`config.mk`:
```
export PLATFORM = sky130hd
export DESIGN_NAME = memfifo_readout_packer
export DESIGN_NICKNAME = d
export VERILOG_FILES = /design/src/rtl/memfifo_readout_packer.sv
export SDC_FILE = /design/constraint.sdc
export NUM_CORES = 1
export LEC_CHECK = 0
export BUFFER_PORTS_ARGS = -buffer_cell sky130_fd_sc_hd__buf_2
export CAP_MARGIN = 40
export CELL_PAD_IN_SITES_DETAIL_PLACEMENT = 0
export CELL_PAD_IN_SITES_GLOBAL_PLACEMENT = 1
export CORE_MARGIN = 1.5
export CORE_UTILIZATION = 36
export CTS_CLUSTER_SIZE = 25
export DETAILED_ROUTE_END_ITERATION = 10
export PLACE_DENSITY_LB_ADDON = 0.1
export SLEW_MARGIN = 25
export SYNTH_ARGS = -nofsm -noshare
export SYNTH_HDL_FRONTEND = slang
export SYNTH_SLANG_ARGS = --single-unit
```
`constraint.sdc`:
```
create_clock -name clk -period 1.7 [get_ports clk]
set_input_delay 0 -clock clk [delete_from_list [all_inputs] [get_ports clk]]
set_output_delay 0 -clock clk [all_outputs]
set_load 0.01 [all_outputs]
```
`src/rtl/memfifo_readout_packer.sv`:
```
// rtl/memfifo_readout_packer.sv - pairs memory-FIFO reads into packets and audits the run's packet count
module memfifo_readout_packer #(
    parameter int DATA_WIDTH   = 64,
    parameter int CNT_WIDTH    = 16,
    parameter int FIFO_LATENCY = 1
) (
    input  logic                    clk,
    input  logic                    reset,
    input  logic                    memfifo_re,
    input  logic                    last_memfifo_re,
    input  logic [CNT_WIDTH-1:0]    packet_no,
    input  logic                    fifo_empty,
    input  logic [DATA_WIDTH-1:0]   fifo_rd_data,
    output logic                    fifo_rd_en,
    output logic                    pkt_valid,
    output logic [2*DATA_WIDTH-1:0] pkt_data,
    output logic [CNT_WIDTH-1:0]    pkt_cnt,
    output logic                    done,
    output logic                    underflow_err,
    output logic                    count_err
);

    typedef enum logic [1:0] {IDLE, RUN, DRAIN, DONE} state_t;

    state_t                  state;
    logic [FIFO_LATENCY-1:0] slot_vld;
    logic [FIFO_LATENCY-1:0] slot_real;
    logic [DATA_WIDTH-1:0]   lo_word;
    logic [DATA_WIDTH-1:0]   cap_word;
    logic                    half_sel;
    logic [CNT_WIDTH-1:0]    exp_cnt;
    logic [2:0]              drain_cnt;
    logic                    accept;

    assign accept     = memfifo_re && (state == IDLE || state == RUN) && !reset;
    assign fifo_rd_en = accept && !fifo_empty;
    // An underflowed slot still occupies its half so later words stay paired correctly.
    assign cap_word   = slot_real[FIFO_LATENCY-1] ? fifo_rd_data : '0;

    always_ff @(posedge clk) begin
        if (reset) begin
            state         <= IDLE;
            slot_vld      <= '0;
            slot_real     <= '0;
            lo_word       <= '0;
            half_sel      <= 1'b0;
            exp_cnt       <= '0;
            drain_cnt     <= '0;
            pkt_valid     <= 1'b0;
            pkt_data      <= '0;
            pkt_cnt       <= '0;
            done          <= 1'b0;
            underflow_err <= 1'b0;
            count_err     <= 1'b0;
        end else begin
            pkt_valid    <= 1'b0;
            done         <= 1'b0;
            slot_vld[0]  <= accept;
            slot_real[0] <= accept && !fifo_empty;
            for (int i = 1; i < FIFO_LATENCY; i++) begin
                slot_vld[i]  <= slot_vld[i-1];
                slot_real[i] <= slot_real[i-1];
            end

            if (slot_vld[FIFO_LATENCY-1]) begin
                half_sel <= !half_sel;
                if (!half_sel) begin
                    lo_word <= cap_word;
                end else begin
                    pkt_data  <= {cap_word, lo_word};
                    pkt_valid <= 1'b1;
                    if (pkt_cnt != '1) pkt_cnt <= pkt_cnt + 1'b1;
                end
            end

            case (state)
                IDLE: begin
                    if (memfifo_re) begin
                        pkt_cnt       <= '0;
                        half_sel      <= 1'b0;
                        underflow_err <= fifo_empty;
                        count_err     <= 1'b0;
                        exp_cnt       <= packet_no;
                        state         <= RUN;
                    end
                end
                RUN: begin
                    if (memfifo_re && fifo_empty) underflow_err <= 1'b1;
                    if (last_memfifo_re) begin
                        drain_cnt <= '0;
                        state     <= DRAIN;
                    end
                end
                DRAIN: begin
                    if (memfifo_re) count_err <= 1'b1;
                    if (drain_cnt == 3'(FIFO_LATENCY)) state <= DONE;
                    else drain_cnt <= drain_cnt + 3'd1;
                end
                DONE: begin
                    done     <= 1'b1;
                    half_sel <= 1'b0;
                    if (memfifo_re || pkt_cnt != exp_cnt || half_sel) count_err <= 1'b1;
                    state <= IDLE;
                end
                default: state <= IDLE;
            endcase
        end
    end

endmodule
```
Word-level counts from Yosys, hierarchy flattened
Index checks and enable logic that the tools add are counted.

storage, ports and cells
  input port bits = 85
  output and inout port bits = 149
  flip-flop bits (word level) = 236
  logic and storage cells = 77

cells by class
  reductions and logical operators = 22
  mux-type cells = 25
  $add $sub $neg = 2
  equality and inequality tests = 13
  bitwise operators = 2

operator list
  kind                   number
  $mux 16                5
  $mux 64                1
  $add 16x1->16 const B  1
  $ne 16x16->1           1
  $ne 16x16->1 const B   1
  $ne 2x2->1 const B     6
  $mux 1                 9
  $reduce_and 3->1       3
  $pmux 2 s4             1
  $mux 2                 3
  $mux 3                 2
  $pmux 3 s2             1
  $reduce_and 2->1       3
  $eq 2x2->1 const B     2
  $logic_and 1x1->1      4
  $pmux 1 s2             2
  $reduce_and 4->1       1
  $reduce_bool 2->1      2
  $add 3x1->3 const B    1
  $eq 3x1->1 const B     1
  $logic_not 1->1        3
  $logic_or 1x1->1       3
  $pmux 1 s3             1
  $reduce_bool 3->1      1
  other kinds (5)        6

Logic depth before layout (Yosys ltp)
Gate-level depths: netlist (run 1).

  depth in word-level cells = 6
  mapped depth = 7
  depth with buffers taken out = 6

Worst setup path after synthesis (run 1)
OpenSTA, ideal clock, no wires.

  path kind = register to register
  start point = reg pkt_cnt[0]
  end point = reg pkt_cnt[1]
  slack = -0.027 ns
  arrival time = 1.607 ns
  setup time = 0.120 ns
  clock period less this slack = 1.727 ns
  stages on the path, launching flop included = 7
  data required time = 1.580 ns
  cell sequence = dfxtp_1 > ha_1 > nand4_2 > nor4_4 > buf_6 > nand4b_1 > nand2_1

between the ends
  word-level cells in the longest chain between the ends = 6
  elaborated cells on any way between the ends = 7

RTL lines
  what                                                  RTL line  text
  start, declared                                       17        output logic [CNT_WIDTH-1:0] pkt_cnt,
  start signal, assigned                                72        if (pkt_cnt != '1) pkt_cnt <= pkt_cnt + 1'b1;
  $add 16x1->16 / $ne 16x16->1 (equally long branches)  72
  $mux 16 (*)                                           72
  $mux 16 (*)                                           67        if (!half_sel) begin
  $mux 16 (*)                                           65        if (slot_vld[FIFO_LATENCY-1]) begin
  $mux 16                                               78        if (memfifo_re) begin
  $mux 16 (*)                                           76        case (state)

Every way passes the cells marked *; elsewhere a longest branch is shown, timed or not.
A chain may end at the register's enable or synchronous reset.

Worst setup path in the final report (run 1)
  start point = reg state[1]
  end point = out fifo_rd_en

between the ends
  word-level cells in the longest chain between the ends = 5
  elaborated cells on any way between the ends = 6

RTL lines
  what                                                  RTL line  text
  start, declared                                       25        state_t state;
  start signal, assigned                                42        state <= IDLE;
  start signal, assigned                                84        state <= RUN;
  start signal, assigned                                91        state <= DRAIN;
  $eq 2x1->1 / $logic_not 2->1 (equally long branches)  35        assign accept = memfifo_re && (state == IDLE || state == RUN) && !reset;
  $logic_or 1x1->1 (*)                                  35
  $logic_and 1x1->1 (*) (2 in a row)                    35
  $logic_and 1x1->1 (*)                                 36        assign fifo_rd_en = accept && !fifo_empty;
  end, declared                                         14        output logic fifo_rd_en,

Marks and branches as above.

==> tab_implementation.tex, run 1 <==
\begin{tabular}{lr}
\hline
Metric & Value \\
\hline
\multicolumn{2}{l}{\textbf{Outcome}} \\
Result of the run & finished clean \\
\multicolumn{2}{l}{\textbf{Die}} \\
Core area & 25300 sq um \\
Number of top-level pins & 234 \\
Die Width & 164 microns \\
Site row count & 58 \\
Die Area & 26900 sq um \\
Chip Height & 164 microns \\
Initial Utilization & 0.368 \\
\multicolumn{2}{l}{\textbf{Timing}} \\
Slew HR & 0.706 \\
Number of endpoints failing setup at the final stage & 0 \\
Maximum clock skew at final layout & 0.00825 ns \\
Max Clk Rate & 594 MHz \\
Final worst path period share & 0.991 \\
Minimum clock period & 1.68 ns \\
Summed negative setup slack over all endpoints & 0 ns \\
Final hold vios & 0 \\
Max-slew violation total from the final report & 0 \\
Unrepaired setup endpoints after global routing & yes \\
Slew of the pin with the lowest slew margin & 0.441 ns \\
\multicolumn{2}{l}{\textbf{Pwr}} \\
IR Drop Worst-Case VDD & 0.634 mV \\
Static Leakage & 4.98 nW \\
Portion of total power attributed to combinational logic & 0.164 \\
Power per cell area & 1070 nW/um\^{}2 \\
Sw Pwr & 3.60 mW \\
Internal cell power & 10.2 mW \\
Switch share & 0.261 \\
Clock power frac & 0.410 \\
Sequential share of power & 0.425 \\
\multicolumn{2}{l}{\textbf{Setup path}} \\
Maximum fanout along the worst path & 4 \\
Worst-case register-to-register setup slack & 0.07 ns \\
Arrival time reported for the critical path endpoint & 1.68 ns \\
Worst r2r path cells & 5 \\
Sort of element at the start of the critical path & register \\
Critical register-to-register path startpoint & pkt\_cnt[1] \\
Element type at the critical path end & primary output \\
Highest cell delay on the worst timing path & 0.36 ns \\
Crit path cell chain & inv\_4 > ha\_4 > buf\_6 > nor2\_2 > nor3b\_2 > nor2b\_1 > buf\_2 \\
Endpoint of the worst-slack reg-to-reg timing path & pkt\_cnt[9] \\
Req. time, crit path & 1.70 ns \\
Type of the worst setup path & register to primary output \\
Library cell contributing the largest single delay on the critical path & sky130\_fd\_sc\_hd\_\_dfxtp\_4 \\
\multicolumn{2}{l}{\textbf{Clocking}} \\
Max H-tree Level & 1 \\
TritonCTS clock tree & done \\
CTS Root Buffer Type & sky130\_fd\_sc\_hd\_\_clkbuf\_16 \\
Largest buffer count on any clock path & 3 \\
Clock input transition at the sequential cells of the worst setup and hold paths & 0.06 ns \\
Cts bufs inserted & 27 \\
Clock Sink Count & 236 \\
Clock Latency Late Sink & 0.52 ns \\
\multicolumn{2}{l}{\textbf{Global route}} \\
Overall overflow remaining after global route & 0 \\
First-pass GRT wire length & 39400 microns \\
Overall Global Routing Usage & 0.180 \\
Initial antenna violation count & 0 \\
Number of global-route vias before repair & 7532 \\
Largest net degree at the start of global routing & 95 \\
\multicolumn{2}{l}{\textbf{Placed design}} \\
Final GP Congestion & 0.818 \\
Count of buffers from port buffering & 233 \\
DP HPWL & 16000 microns \\
Placed insts & 1561 \\
Placement Cell Area & 11100 sq um \\
\multicolumn{2}{l}{\textbf{Min path}} \\
Tightest Hold Check Type & input port to register \\
Endpoint, Worst Hold & exp\_cnt[8] \\
Start point of the worst min-delay path & packet\_no[8] \\
Hold path depth & 4 \\
\multicolumn{2}{l}{\textbf{Route}} \\
Remaining routing DRC violations & 0 \\
WL final & 25200 microns \\
Per-cell via count in the routed design & 4.80 \\
First-iteration detailed-routing DRC count & 470 \\
Pre-antenna DRT Iters & 5 \\
Via count & 8135 \\
DR WL/cell & 14.9 microns \\
Antenna Nets Post-Route & 0 \\
\multicolumn{2}{l}{\textbf{Layout}} \\
Count of placed standard cells in the final layout, fillers left out & 1694 \\
Share of cells above drive strength 1 & 0.257 \\
Fill cell total of the finished layout & 2446 \\
Total number of nets in the final design & 1441 \\
Area growth from synthesis to layout & 38.5\% \\
Combined flip-flop and latch cell area & 4740 sq um \\
N\_diodes & 0 \\
Final Cell Area & 12900 sq um \\
Multi-input gate area & 4370 sq um \\
\multicolumn{2}{l}{\textbf{Yosys}} \\
Cell variety after synth & 49 \\
Sequential element share of the synthesized area & 0.507 \\
Post-Synthesis Net Count & 1131 \\
Prevailing post-synth register cell & sky130\_fd\_sc\_hd\_\_dfxtp\_1 \\
Count of flip-flops with a built-in enable after synthesis & 0 \\
Ys Warns & 0 \\
Fraction of registers with async set/reset & 0 \\
FF+latch count, synth & 236 \\
Post-synthesis instance area & 9320 sq um \\
Mean Syn Cell Area & 8.99 sq um \\
Post-synthesis cell count & 1037 \\
\multicolumn{2}{l}{\textbf{Job}} \\
Max-Cap Viols & 0 \\
\hline
\end{tabular}
critical path, delay by kind of cell (launching register included):
| kind | cells | cell delay (ns) |
|---|---|---|
| and+or+nand+nor | 3 | 0.36 |
| buffers and inverters | 3 | 0.31 |
| adders and majority gates | 1 | 0.13 |
| DFF | 1 | 0.36 |
placed cells by master, fill, tap and decap left out, types with 17 or more instances in the layout:
cell type and instances:
sky130_fd_sc_hd__xnor2_1 17, sky130_fd_sc_hd__nor2_1 74, sky130_fd_sc_hd__dfxtp_1 231, sky130_fd_sc_hd__nand3_1 131, sky130_fd_sc_hd__nand2_1 48, sky130_fd_sc_hd__clkbuf_16 27
sky130_fd_sc_hd__buf_4 34, sky130_fd_sc_hd__buf_2 232, sky130_fd_sc_hd__a21oi_1 151, sky130_fd_sc_hd__mux2i_1 67, sky130_fd_sc_hd__dlygate4sd3_1 84, sky130_fd_sc_hd__nand2b_1 130
flip-flops by register name (all words and copies together), names as in the netlist:
register       cells
lo_word           64
half_sel           1
done               1
pkt_valid          1
pkt_cnt           16
state              2
exp_cnt           16
drain_cnt          3
pkt_data         128
slot_vld           1
slot_real          1
count_err          1
underflow_err      1
cell usage after synthesis, types with 3 or more instances:
| cell type | number | area share |
|---|---|---|
| sky130_fd_sc_hd__dfxtp_1 | 236 | 0.51 |
| sky130_fd_sc_hd__a21oi_1 | 151 | 0.081 |
| sky130_fd_sc_hd__nand3_1 | 131 | 0.070 |
| sky130_fd_sc_hd__nand2b_1 | 130 | 0.087 |
| sky130_fd_sc_hd__nor2_1 | 75 | 0.030 |
| sky130_fd_sc_hd__mux2i_1 | 67 | 0.072 |
| sky130_fd_sc_hd__clkbuf_1 | 65 | 0.026 |
| sky130_fd_sc_hd__nand2_1 | 48 | 0.019 |
| sky130_fd_sc_hd__xnor2_1 | 17 | 0.016 |
| sky130_fd_sc_hd__buf_2 | 10 | 0.0054 |
| sky130_fd_sc_hd__ha_1 | 9 | 0.012 |
| sky130_fd_sc_hd__nor2b_1 | 7 | 0.0047 |
| sky130_fd_sc_hd__nor3_1 | 7 | 0.0038 |
| sky130_fd_sc_hd__o31ai_1 | 7 | 0.0056 |
| sky130_fd_sc_hd__buf_1 | 6 | 0.0024 |
| sky130_fd_sc_hd__inv_1 | 6 | 0.0024 |
| sky130_fd_sc_hd__nand4_1 | 6 | 0.0040 |
| sky130_fd_sc_hd__a21oi_2 | 5 | 0.0047 |
| sky130_fd_sc_hd__nor4_1 | 5 | 0.0034 |
| sky130_fd_sc_hd__or4_1 | 5 | 0.0040 |
| sky130_fd_sc_hd__a211oi_1 | 4 | 0.0032 |
| sky130_fd_sc_hd__or3_1 | 4 | 0.0027 |
| sky130_fd_sc_hd__and2_1 | 3 | 0.0020 |
| sky130_fd_sc_hd__and3_1 | 3 | 0.0020 |
routing by layer:
metal	up-vias	GRT usage	wire length, microns
met5	-	0	0
met4	0	0.0488	569
met3	34	0.0533	1810
met2	190	0.281	11200
met1	3735	0.240	11600
li1	4176	-	-
through the flow:
stage | util | power (mW) | setup WS (ns) | hold slack [ns]
final | 0.509 | 13.8 | 0.0159 | 0.257
after global routing | 0.509 | 14.4 | -0.0663 | 0.276
after CTS | 0.505 | 13.9 | -0.0691 | 0.234
after detailed placement | 0.437 | 7.93 | -0.118 | 0.247
after global placement | 0.437 | 7.93 | -0.158 | 0.242
after floorplan | - | 7.17 | 0.0368 | 0.0464
cells by family after synthesis:
group                      share of synthesized area
DFF                                            0.507
adders and majority gates                     0.0121
xor gates and xnor gates                      0.0169
muxes                                         0.0720
buffers and inverters                         0.0376
and+or+nand+nor                                0.249
AOI/OAI and AO/OA                              0.105
worst max-delay path by stage:
| stage | start | to | slack, ns | cells past startpoint |
|---|---|---|---|---|
| finish | state[1] | fifo_rd_en | 0.02 | 7 |
| global route | state[1] | fifo_rd_en | -0.07 | 7 |
| CTS | state[1] | fifo_rd_en | -0.07 | 7 |
| detailed placement | state[0] | count_err | -0.12 | 5 |
| global placement | state[0] | count_err | -0.16 | 5 |
| floorplan | pkt_cnt[0] | pkt_cnt[1] | 0.04 | 6 |
area by class of cell:
class / instances / share of cell area
sequential: 236 / 0.367
clock inverter: 6 / 0.00689
inverter: 6 / 0.00194
clock buffer: 40 / 0.0600
timing repair buffer: 363 / 0.194
multi-input combinational: 713 / 0.338
tap: 330 / 0.0320
timing repair:
action | in CTS | in global routing
endpoints found under the hold margin | 156 | 0
endpoints found under the setup margin | 2 | 12
buffers inserted | 1 | 2
pin swaps | 1 | 2
gates cloned | 0 | 0
gates resized for setup | 7 | 19
hold buffers | 84 | 0
power by group through the flow:
stage | combinational (mW) | sequential (mW) | clock, mW
2_1_floorplan | 1.23 | 5.94 | 0
3_3_place_gp | 1.98 | 5.96 | 0
3_5_place_dp | 1.97 | 5.96 | 0
4_1_cts | 2.15 | 5.85 | 5.87
5_1_grt | 2.49 | 5.89 | 6.04
6_report | 2.27 | 5.87 | 5.66
Note: power is estimated with default switching activity, not from simulation.
==> run 2, diff against run 1 <==
--- a/config.mk
+++ b/config.mk
@@ -10,7 +10,7 @@
 export CELL_PAD_IN_SITES_DETAIL_PLACEMENT = 0
 export CELL_PAD_IN_SITES_GLOBAL_PLACEMENT = 1
 export CORE_MARGIN = 1.5
-export CORE_UTILIZATION = 36
+export CORE_UTILIZATION = 42
 export CTS_CLUSTER_SIZE = 25
 export DETAILED_ROUTE_END_ITERATION = 10
 export PLACE_DENSITY_LB_ADDON = 0.1
==> constraint.sdc (replaced) <==
create_clock -name clk -period 1.95 [get_ports clk]
set_input_delay 0 -clock clk [delete_from_list [all_inputs] [get_ports clk]]
set_output_delay 0 -clock clk [all_outputs]
set_load 0.01 [all_outputs]
==> tab_implementation.tex, run 2 (same netlist as run 1, synthesis figures left out) <==
\begin{tabular}{lr}
\hline
Metric & Value \\
\hline
\multicolumn{2}{l}{\textbf{Pwr}} \\
IR Drop Worst-Case VDD & 0.704 mV (was 0.634 mV) \\
Power per cell area & 920 nW/um\^{}2 (was 1070 nW/um\^{}2) \\
Static Leakage & 4.83 nW (was 4.98 nW) \\
\multicolumn{2}{l}{\textbf{Global route}} \\
Number of global-route vias before repair & 7424 (was 7532) \\
First-pass GRT wire length & 38300 microns (was 39400 microns) \\
Largest net degree at the start of global routing & 74 (was 95) \\
Initial antenna violation count & 0 (unchanged) \\
Overall overflow remaining after global route & 0 (unchanged) \\
Overall Global Routing Usage & 0.197 (was 0.180) \\
\multicolumn{2}{l}{\textbf{Clocking}} \\
CTS Root Buffer Type & sky130\_fd\_sc\_hd\_\_clkbuf\_16 (unchanged) \\
Clock Latency Late Sink & 0.52 ns (about the same) \\
Clock Sink Count & 236 (unchanged) \\
Largest buffer count on any clock path & 3 (unchanged) \\
TritonCTS clock tree & done (unchanged) \\
Post-CTS Setup Repair Bufs & 0 (was 1) \\
Cts bufs inserted & 26 (was 27) \\
Max H-tree Level & 1 (unchanged) \\
Clock input transition at the sequential cells of the worst setup and hold paths & 0.06 ns (about the same) \\
\multicolumn{2}{l}{\textbf{Layout}} \\
Combined flip-flop and latch cell area & 4730 sq um (was 4740 sq um) \\
Utilization after layout & 0.572 (was 0.509) \\
Final Cell Area & 12500 sq um (was 12900 sq um) \\
Top register by number of flip-flops & pkt\_data (unchanged) \\
Leading cell type in the layout, fill and taps excluded & sky130\_fd\_sc\_hd\_\_dfxtp\_1 (was sky130\_fd\_sc\_hd\_\_buf\_2) \\
Fill cell total of the finished layout & 2051 (was 2446) \\
Area growth from synthesis to layout & 34.0\% (was 38.5\%) \\
N\_diodes & 0 (unchanged) \\
Total number of nets in the final design & 1418 (was 1441) \\
Highest-count cells in the layout ignoring fill and taps & sky130\_fd\_sc\_hd\_\_dfxtp\_1, sky130\_fd\_sc\_hd\_\_buf\_2, sky130\_fd\_sc\_hd\_\_a21oi\_1 (was sky130\_fd\_sc\_hd\_\_buf\_2, sky130\_fd\_sc\_hd\_\_dfxtp\_1, sky130\_fd\_sc\_hd\_\_a21oi\_1) \\
Number of flip-flops under the largest register name & 128 (unchanged) \\
Top flop regs & pkt\_data: 128 flops, lo\_word: 64 flops (unchanged) \\
Multi-input gate area & 4280 sq um (was 4370 sq um) \\
Share of cells above drive strength 1 & 0.230 (was 0.257) \\
\multicolumn{2}{l}{\textbf{Setup path}} \\
Cell family with most CP delay & buffers and inverters (was flip-flops) \\
Highest cell delay on the worst timing path & 0.57 ns (was 0.36 ns) \\
Type of the worst setup path & register to register (was register to primary output) \\
Library cell contributing the largest single delay on the critical path & sky130\_fd\_sc\_hd\_\_dlygate4sd3\_1 (was sky130\_fd\_sc\_hd\_\_dfxtp\_4) \\
Maximum fanout along the worst path & 6 (was 4) \\
Crit path cell chain & inv\_1 > ha\_1 > nor2\_1 > nor3b\_2 > nor2b\_1 > dlygate4sd3\_1 (was inv\_4 > ha\_4 > buf\_6 > nor2\_2 > nor3b\_2 > nor2b\_1 > buf\_2) \\
Worst setup startpoint & state[1] (unchanged) \\
Worst-case register-to-register setup slack & 0.15 ns (was 0.07 ns) \\
Critical register-to-register path startpoint & state[1] (was pkt\_cnt[1]) \\
Req. time, crit path & 2.40 ns (was 1.70 ns) \\
Number of buffers and inverters on the critical path & 2 (was 3) \\
Arrival time reported for the critical path endpoint & 2.25 ns (was 1.68 ns) \\
Sort of element at the start of the critical path & register (unchanged) \\
Element type at the critical path end & register (was primary output) \\
\multicolumn{2}{l}{\textbf{Min path}} \\
Start point of the worst min-delay path & packet\_no[15] (was packet\_no[8]) \\
Tightest Hold Check Type & input port to register (unchanged) \\
\multicolumn{2}{l}{\textbf{Placed design}} \\
Count of buffers from port buffering & 233 (unchanged) \\
Placement Cell Area & 10800 sq um (was 11100 sq um) \\
DP HPWL & 15000 microns (was 16000 microns) \\
Final GP Congestion & 0.816 (was 0.818) \\
\multicolumn{2}{l}{\textbf{Die}} \\
Die Width & 152 microns (was 164 microns) \\
Chip Height & 152 microns (was 164 microns) \\
Die Area & 23100 sq um (was 26900 sq um) \\
Initial Utilization & 0.427 (was 0.368) \\
Core area & 21800 sq um (was 25300 sq um) \\
Number of top-level pins & 234 (unchanged) \\
Site row count & 54 (was 58) \\
\multicolumn{2}{l}{\textbf{Timing}} \\
Slew of the pin with the lowest slew margin & 0.466 ns (was 0.441 ns) \\
Max Clk Rate & 554 MHz \\
Unrepaired setup endpoints after global routing & no (was yes) \\
Minimum clock period & 1.80 ns \\
Final worst path period share & 0.926 \\
Max-slew violation total from the final report & 0 (unchanged) \\
Final hold vios & 0 (unchanged) \\
Maximum clock skew at final layout & 0.0105 ns (was 0.00825 ns) \\
Number of endpoints failing setup at the final stage & 0 (unchanged) \\
Slew HR & 0.689 (was 0.706) \\
Summed negative setup slack over all endpoints & 0 ns (unchanged) \\
\multicolumn{2}{l}{\textbf{Outcome}} \\
Result of the run & finished clean (unchanged) \\
\multicolumn{2}{l}{\textbf{Route}} \\
Pre-antenna DRT Iters & 4 (was 5) \\
Antenna Nets Post-Route & 0 (unchanged) \\
Via count & 8050 (was 8135) \\
DR WL/cell & 14.8 microns (was 14.9 microns) \\
Per-cell via count in the routed design & 4.97 (was 4.80) \\
WL final & 23900 microns (was 25200 microns) \\
First-iteration detailed-routing DRC count & 309 (was 470) \\
Remaining routing DRC violations & 0 (unchanged) \\
\multicolumn{2}{l}{\textbf{Job}} \\
Max-Cap Viols & 0 (unchanged) \\
\hline
\end{tabular}
run 2: cell types whose count changed in the layout (fill, tap and decap cells not counted), sizes merged:
cell and change:
clkinv +1, buf -23, dlygate4sd3 +1, bufinv -2, clkbuf +1, clkinvlp -2
inv -1
run 2: per-stage QoR:
stage / cells / worst slack, ns / hold WS (ns) / power [mW]
2_1_floorplan: 1037 / 0.223 / 0.0464 / 6.25
3_3_place_gp: 1491 / 0.239 / 0.238 / 6.80
3_5_place_dp: 1491 / 0.186 / 0.242 / 6.81
4_1_cts: 1619 / 0.0926 / 0.244 / 11.6
5_1_grt: 1619 / 0.000538 / 0.267 / 12.0
6_report: 1619 / 0.145 / 0.277 / 11.5
run 2: report_power, final:
| group | switching, mW | total [mW] | internal [mW] |
|---|---|---|---|
| combinational | 0.937 | 1.71 | 0.769 |
| sequential | 0.150 | 5.13 | 4.98 |
| clock | 1.87 | 4.65 | 2.78 |
run 2: layout make-up:
type | count | area share
clock buffer | 41 | 0.0640
clock inverter | 2 | 0.000802
multi-input combinational | 713 | 0.343
timing repair buffer | 341 | 0.184
sequential | 236 | 0.379
tap | 280 | 0.0281
inverter | 6 | 0.00180
run 2: layer usage:
| layer | share of wire | global-route usage | vias up | routed length, microns |
|---|---|---|---|---|
| li1 | - | - | 4117 | - |
| met1 | 0.47 | 0.267 | 3719 | 11200 |
| met2 | 0.45 | 0.314 | 181 | 10800 |
| met3 | 0.059 | 0.0496 | 33 | 1420 |
| met4 | 0.020 | 0.0481 | 0 | 472 |
| met5 | 0 | 0 | - | 0 |
run 2: what timing repair did:
action / in CTS / in global routing
endpoints found under the hold margin: 161 / 0
hold buffers: 85 / 0
endpoints found under the setup margin: 1 / 2
resized for setup: 1 / 1
run 2: worst register-to-register path, delay by kind of cell (launching register included):
family / cells / cell delay, ns
adders and majority gates: 1 / 0.26
buffers and inverters: 2 / 0.66
DFF: 1 / 0.34
and+or+nand+nor: 3 / 0.51
run 2: final timing paths:
kind,endpoint,depth (start not counted)
max,slot_real,6
min reg2reg,exp_cnt[14],2
min,exp_cnt[15],4
max reg2reg,slot_real,6
==> run 3, diff against run 2 <==
--- a/config.mk
+++ b/config.mk
@@ -6,7 +6,7 @@
 export NUM_CORES = 1
 export LEC_CHECK = 0
 export BUFFER_PORTS_ARGS = -buffer_cell sky130_fd_sc_hd__buf_2
-export CAP_MARGIN = 40
+export CAP_MARGIN = 25
 export CELL_PAD_IN_SITES_DETAIL_PLACEMENT = 0
 export CELL_PAD_IN_SITES_GLOBAL_PLACEMENT = 1
 export CORE_MARGIN = 1.5
==> constraint.sdc (replaced) <==
create_clock -name clk -period 1.95 [get_ports clk]
set_input_delay 0.195 -clock clk [delete_from_list [all_inputs] [get_ports clk]]
set_output_delay 0.195 -clock clk [all_outputs]
set_load 0.01 [all_outputs]
==> tab_implementation.tex, run 3 (same netlist as run 1, synthesis figures left out) <==
\begin{tabular}{lr}
\hline
Metric & Value \\
\hline
\multicolumn{2}{l}{\textbf{Clocking}} \\
Largest buffer count on any clock path & 3 (unchanged) \\
Clock Latency Late Sink & 0.51 ns (was 0.52 ns) \\
Max H-tree Level & 1 (unchanged) \\
TritonCTS clock tree & done (unchanged) \\
Clock input transition at the sequential cells of the worst setup and hold paths & 0.06 ns (about the same) \\
CTS Root Buffer Type & sky130\_fd\_sc\_hd\_\_clkbuf\_16 (unchanged) \\
Cts bufs inserted & 27 (was 26) \\
Clock Sink Count & 236 (unchanged) \\
Post-CTS Setup Repair Bufs & 0 (unchanged) \\
\multicolumn{2}{l}{\textbf{Die}} \\
Initial Utilization & 0.427 (unchanged) \\
Site row count & 54 (unchanged) \\
Die Area & 23100 sq um (unchanged) \\
Number of top-level pins & 234 (unchanged) \\
Die Width & 152 microns (unchanged) \\
Core area & 21800 sq um (unchanged) \\
Chip Height & 152 microns (unchanged) \\
\multicolumn{2}{l}{\textbf{Timing}} \\
Smallest setup slack after layout & 0.0966 ns (was 0.145 ns) \\
Number of endpoints failing setup at the final stage & 0 (unchanged) \\
Summed negative setup slack over all endpoints & 0 ns (unchanged) \\
Max Clk Rate & 540 MHz (was 554 MHz) \\
Hold\_ws & 0.0611 ns (was 0.277 ns) \\
Final hold vios & 0 (unchanged) \\
Unrepaired setup endpoints after global routing & no (unchanged) \\
Minimum clock period & 1.85 ns (was 1.80 ns) \\
Max-slew violation total from the final report & 0 (unchanged) \\
Slew HR & 0.534 (was 0.689) \\
Final worst path period share & 0.950 (was 0.926) \\
Slew of the pin with the lowest slew margin & 0.699 ns (was 0.466 ns) \\
Maximum clock skew at final layout & 0.00507 ns (was 0.0105 ns) \\
\multicolumn{2}{l}{\textbf{Placed design}} \\
Count of buffers from port buffering & 233 (unchanged) \\
Final GP Congestion & 0.782 (was 0.816) \\
Post-placement worst setup slack & 0.188 ns (was 0.186 ns) \\
Placement Cell Area & 10800 sq um (about the same) \\
DP HPWL & 15000 microns (about the same) \\
Placed insts & 1489 (was 1491) \\
\multicolumn{2}{l}{\textbf{Global route}} \\
Overall Global Routing Usage & 0.201 (was 0.197) \\
First-pass GRT wire length & 39500 microns (was 38300 microns) \\
Number of global-route vias before repair & 7685 (was 7424) \\
GR Layer Usage met1 & 0.267 (about the same) \\
Met2 track demand over resource & 0.326 (was 0.314) \\
Initial antenna violation count & 0 (unchanged) \\
Overall overflow remaining after global route & 0 (unchanged) \\
Global Route met3 Usage & 0.0471 (was 0.0496) \\
Global routing's busiest layer & met2 (unchanged) \\
Largest net degree at the start of global routing & 93 (was 74) \\
\multicolumn{2}{l}{\textbf{Layout}} \\
Area growth from synthesis to layout & 35.5\% (was 34.0\%) \\
Top flop regs & pkt\_data: 128 flops, lo\_word: 64 flops (unchanged) \\
Share of cells above drive strength 1 & 0.236 (was 0.230) \\
Highest-count cells in the layout ignoring fill and taps & sky130\_fd\_sc\_hd\_\_dfxtp\_1, sky130\_fd\_sc\_hd\_\_buf\_2, sky130\_fd\_sc\_hd\_\_a21oi\_1 (unchanged) \\
Top register by number of flip-flops & pkt\_data (unchanged) \\
Number of flip-flops under the largest register name & 128 (unchanged) \\
Multi-input gate area & 4310 sq um (was 4280 sq um) \\
Fill cell total of the finished layout & 1992 (was 2051) \\
Combined flip-flop and latch cell area & 4730 sq um (about the same) \\
Total number of nets in the final design & 1425 (was 1418) \\
Final Cell Area & 12600 sq um (was 12500 sq um) \\
Count of placed standard cells in the final layout, fillers left out & 1630 (was 1619) \\
Leading cell type in the layout, fill and taps excluded & sky130\_fd\_sc\_hd\_\_dfxtp\_1 (unchanged) \\
N\_diodes & 0 (unchanged) \\
\multicolumn{2}{l}{\textbf{Min path}} \\
Tightest Hold Check Type & input port to register (unchanged) \\
Hold path depth & 3 (was 4) \\
\multicolumn{2}{l}{\textbf{Setup path}} \\
Number of buffers and inverters on the critical path & 2 (unchanged) \\
Sort of element at the start of the critical path & register (unchanged) \\
Type of the worst setup path & register to primary output (was register to register) \\
Maximum fanout along the worst path & 7 (was 6) \\
Cell family with most CP delay & simple AND/OR/NAND/NOR gates (was buffers and inverters) \\
Worst r2r path cells & 7 (was 6) \\
Arrival time reported for the critical path endpoint & 1.66 ns (was 2.25 ns) \\
Element type at the critical path end & primary output (was register) \\
Crit path cell chain & inv\_2 > ha\_4 > nor2\_1 > nor3b\_2 > nor2b\_1 > buf\_2 (was inv\_1 > ha\_1 > nor2\_1 > nor3b\_2 > nor2b\_1 > dlygate4sd3\_1) \\
Critical Path Stages & 6 (unchanged) \\
Highest cell delay on the worst timing path & 0.35 ns (was 0.57 ns) \\
Library cell contributing the largest single delay on the critical path & sky130\_fd\_sc\_hd\_\_dfxtp\_2 (was sky130\_fd\_sc\_hd\_\_dlygate4sd3\_1) \\
Req. time, crit path & 1.75 ns (was 2.40 ns) \\
\multicolumn{2}{l}{\textbf{Pwr}} \\
Static Leakage & 4.91 nW (was 4.83 nW) \\
IR Drop Worst-Case VDD & 0.684 mV (was 0.704 mV) \\
Power per cell area & 935 nW/um\^{}2 (was 920 nW/um\^{}2) \\
\multicolumn{2}{l}{\textbf{Route}} \\
Via count & 8057 (was 8050) \\
First-iteration detailed-routing DRC count & 418 (was 309) \\
Remaining routing DRC violations & 0 (unchanged) \\
DR WL/cell & 14.8 microns (about the same) \\
Antenna Nets Post-Route & 0 (unchanged) \\
Pre-antenna DRT Iters & 6 (was 4) \\
WL final & 24100 microns (was 23900 microns) \\
Per-cell via count in the routed design & 4.94 (was 4.97) \\
\multicolumn{2}{l}{\textbf{Outcome}} \\
Result of the run & finished clean (unchanged) \\
\multicolumn{2}{l}{\textbf{Job}} \\
Max-Cap Viols & 0 (unchanged) \\
\hline
\end{tabular}
[run 3: changes by cell type in the layout (fill, tap and decap cells not counted), moves of 2 or more]
cell                            previous run  this run
sky130_fd_sc_hd__inv_2                     0         2
sky130_fd_sc_hd__clkinv_2                  2         4
sky130_fd_sc_hd__buf_4                    15        13
sky130_fd_sc_hd__clkbuf_8                  5        11
sky130_fd_sc_hd__dfxtp_2                   0         2
sky130_fd_sc_hd__dlygate4sd3_1            85        93
sky130_fd_sc_hd__clkbuf_1                  8         6
sky130_fd_sc_hd__ha_4                      2         4
sky130_fd_sc_hd__dfxtp_1                 235       233
sky130_fd_sc_hd__inv_1                     6         4
[run 3: layer usage]
metal	part of all wire	wire length, microns
met1	0.46	11100
met2	0.45	10800
met3	0.064	1540
met4	0.025	590
met5	0	0
[run 3: final cells by class]
cell class | instances | area share
sequential | 236 | 0.375
tap | 280 | 0.0277
timing repair buffer | 347 | 0.186
inverter | 6 | 0.00178
clock inverter | 4 | 0.00158
clock buffer | 44 | 0.0673
multi-input combinational | 713 | 0.341
[run 3: tightest hold or removal path, stage by stage]
cell and delay [ns]:
sky130_fd_sc_hd__buf_2 0.13, sky130_fd_sc_hd__a21oi_1 0.14, sky130_fd_sc_hd__a211oi_1 0.06
[run 3: report_power, final]
part | internal (mW) | switching [mW] | total (mW)
sequential | 4.98 | 0.157 | 5.14
clock | 2.94 | 1.90 | 4.84
combinational | 0.864 | 0.971 | 1.83
total | 8.79 | 3.03 | 11.8
[run 3: final timing paths]
path                     from  slack (ns)             to
hold reg to reg   lo_word[45]        0.47    lo_word[45]
setup / recovery     state[0]         0.1     fifo_rd_en
hold / removal     memfifo_re        0.06  underflow_err
setup reg to reg     state[0]        0.12     exp_cnt[3]
[run 3: what timing repair did]
action,4_1_cts,5_1_grt
endpoints found under the setup margin,1,13
hold endpoints to repair,153,0
pin swaps,0,0
hold buffers,93,0
resized for setup,7,4
[run 3: through the flow]
step	power, mW	util
after global placement	6.81	0.494
after CTS	12.0	0.578
after global routing	12.4	0.579
after detailed placement	6.83	0.494
final	11.8	0.579
after floorplan	6.25	-
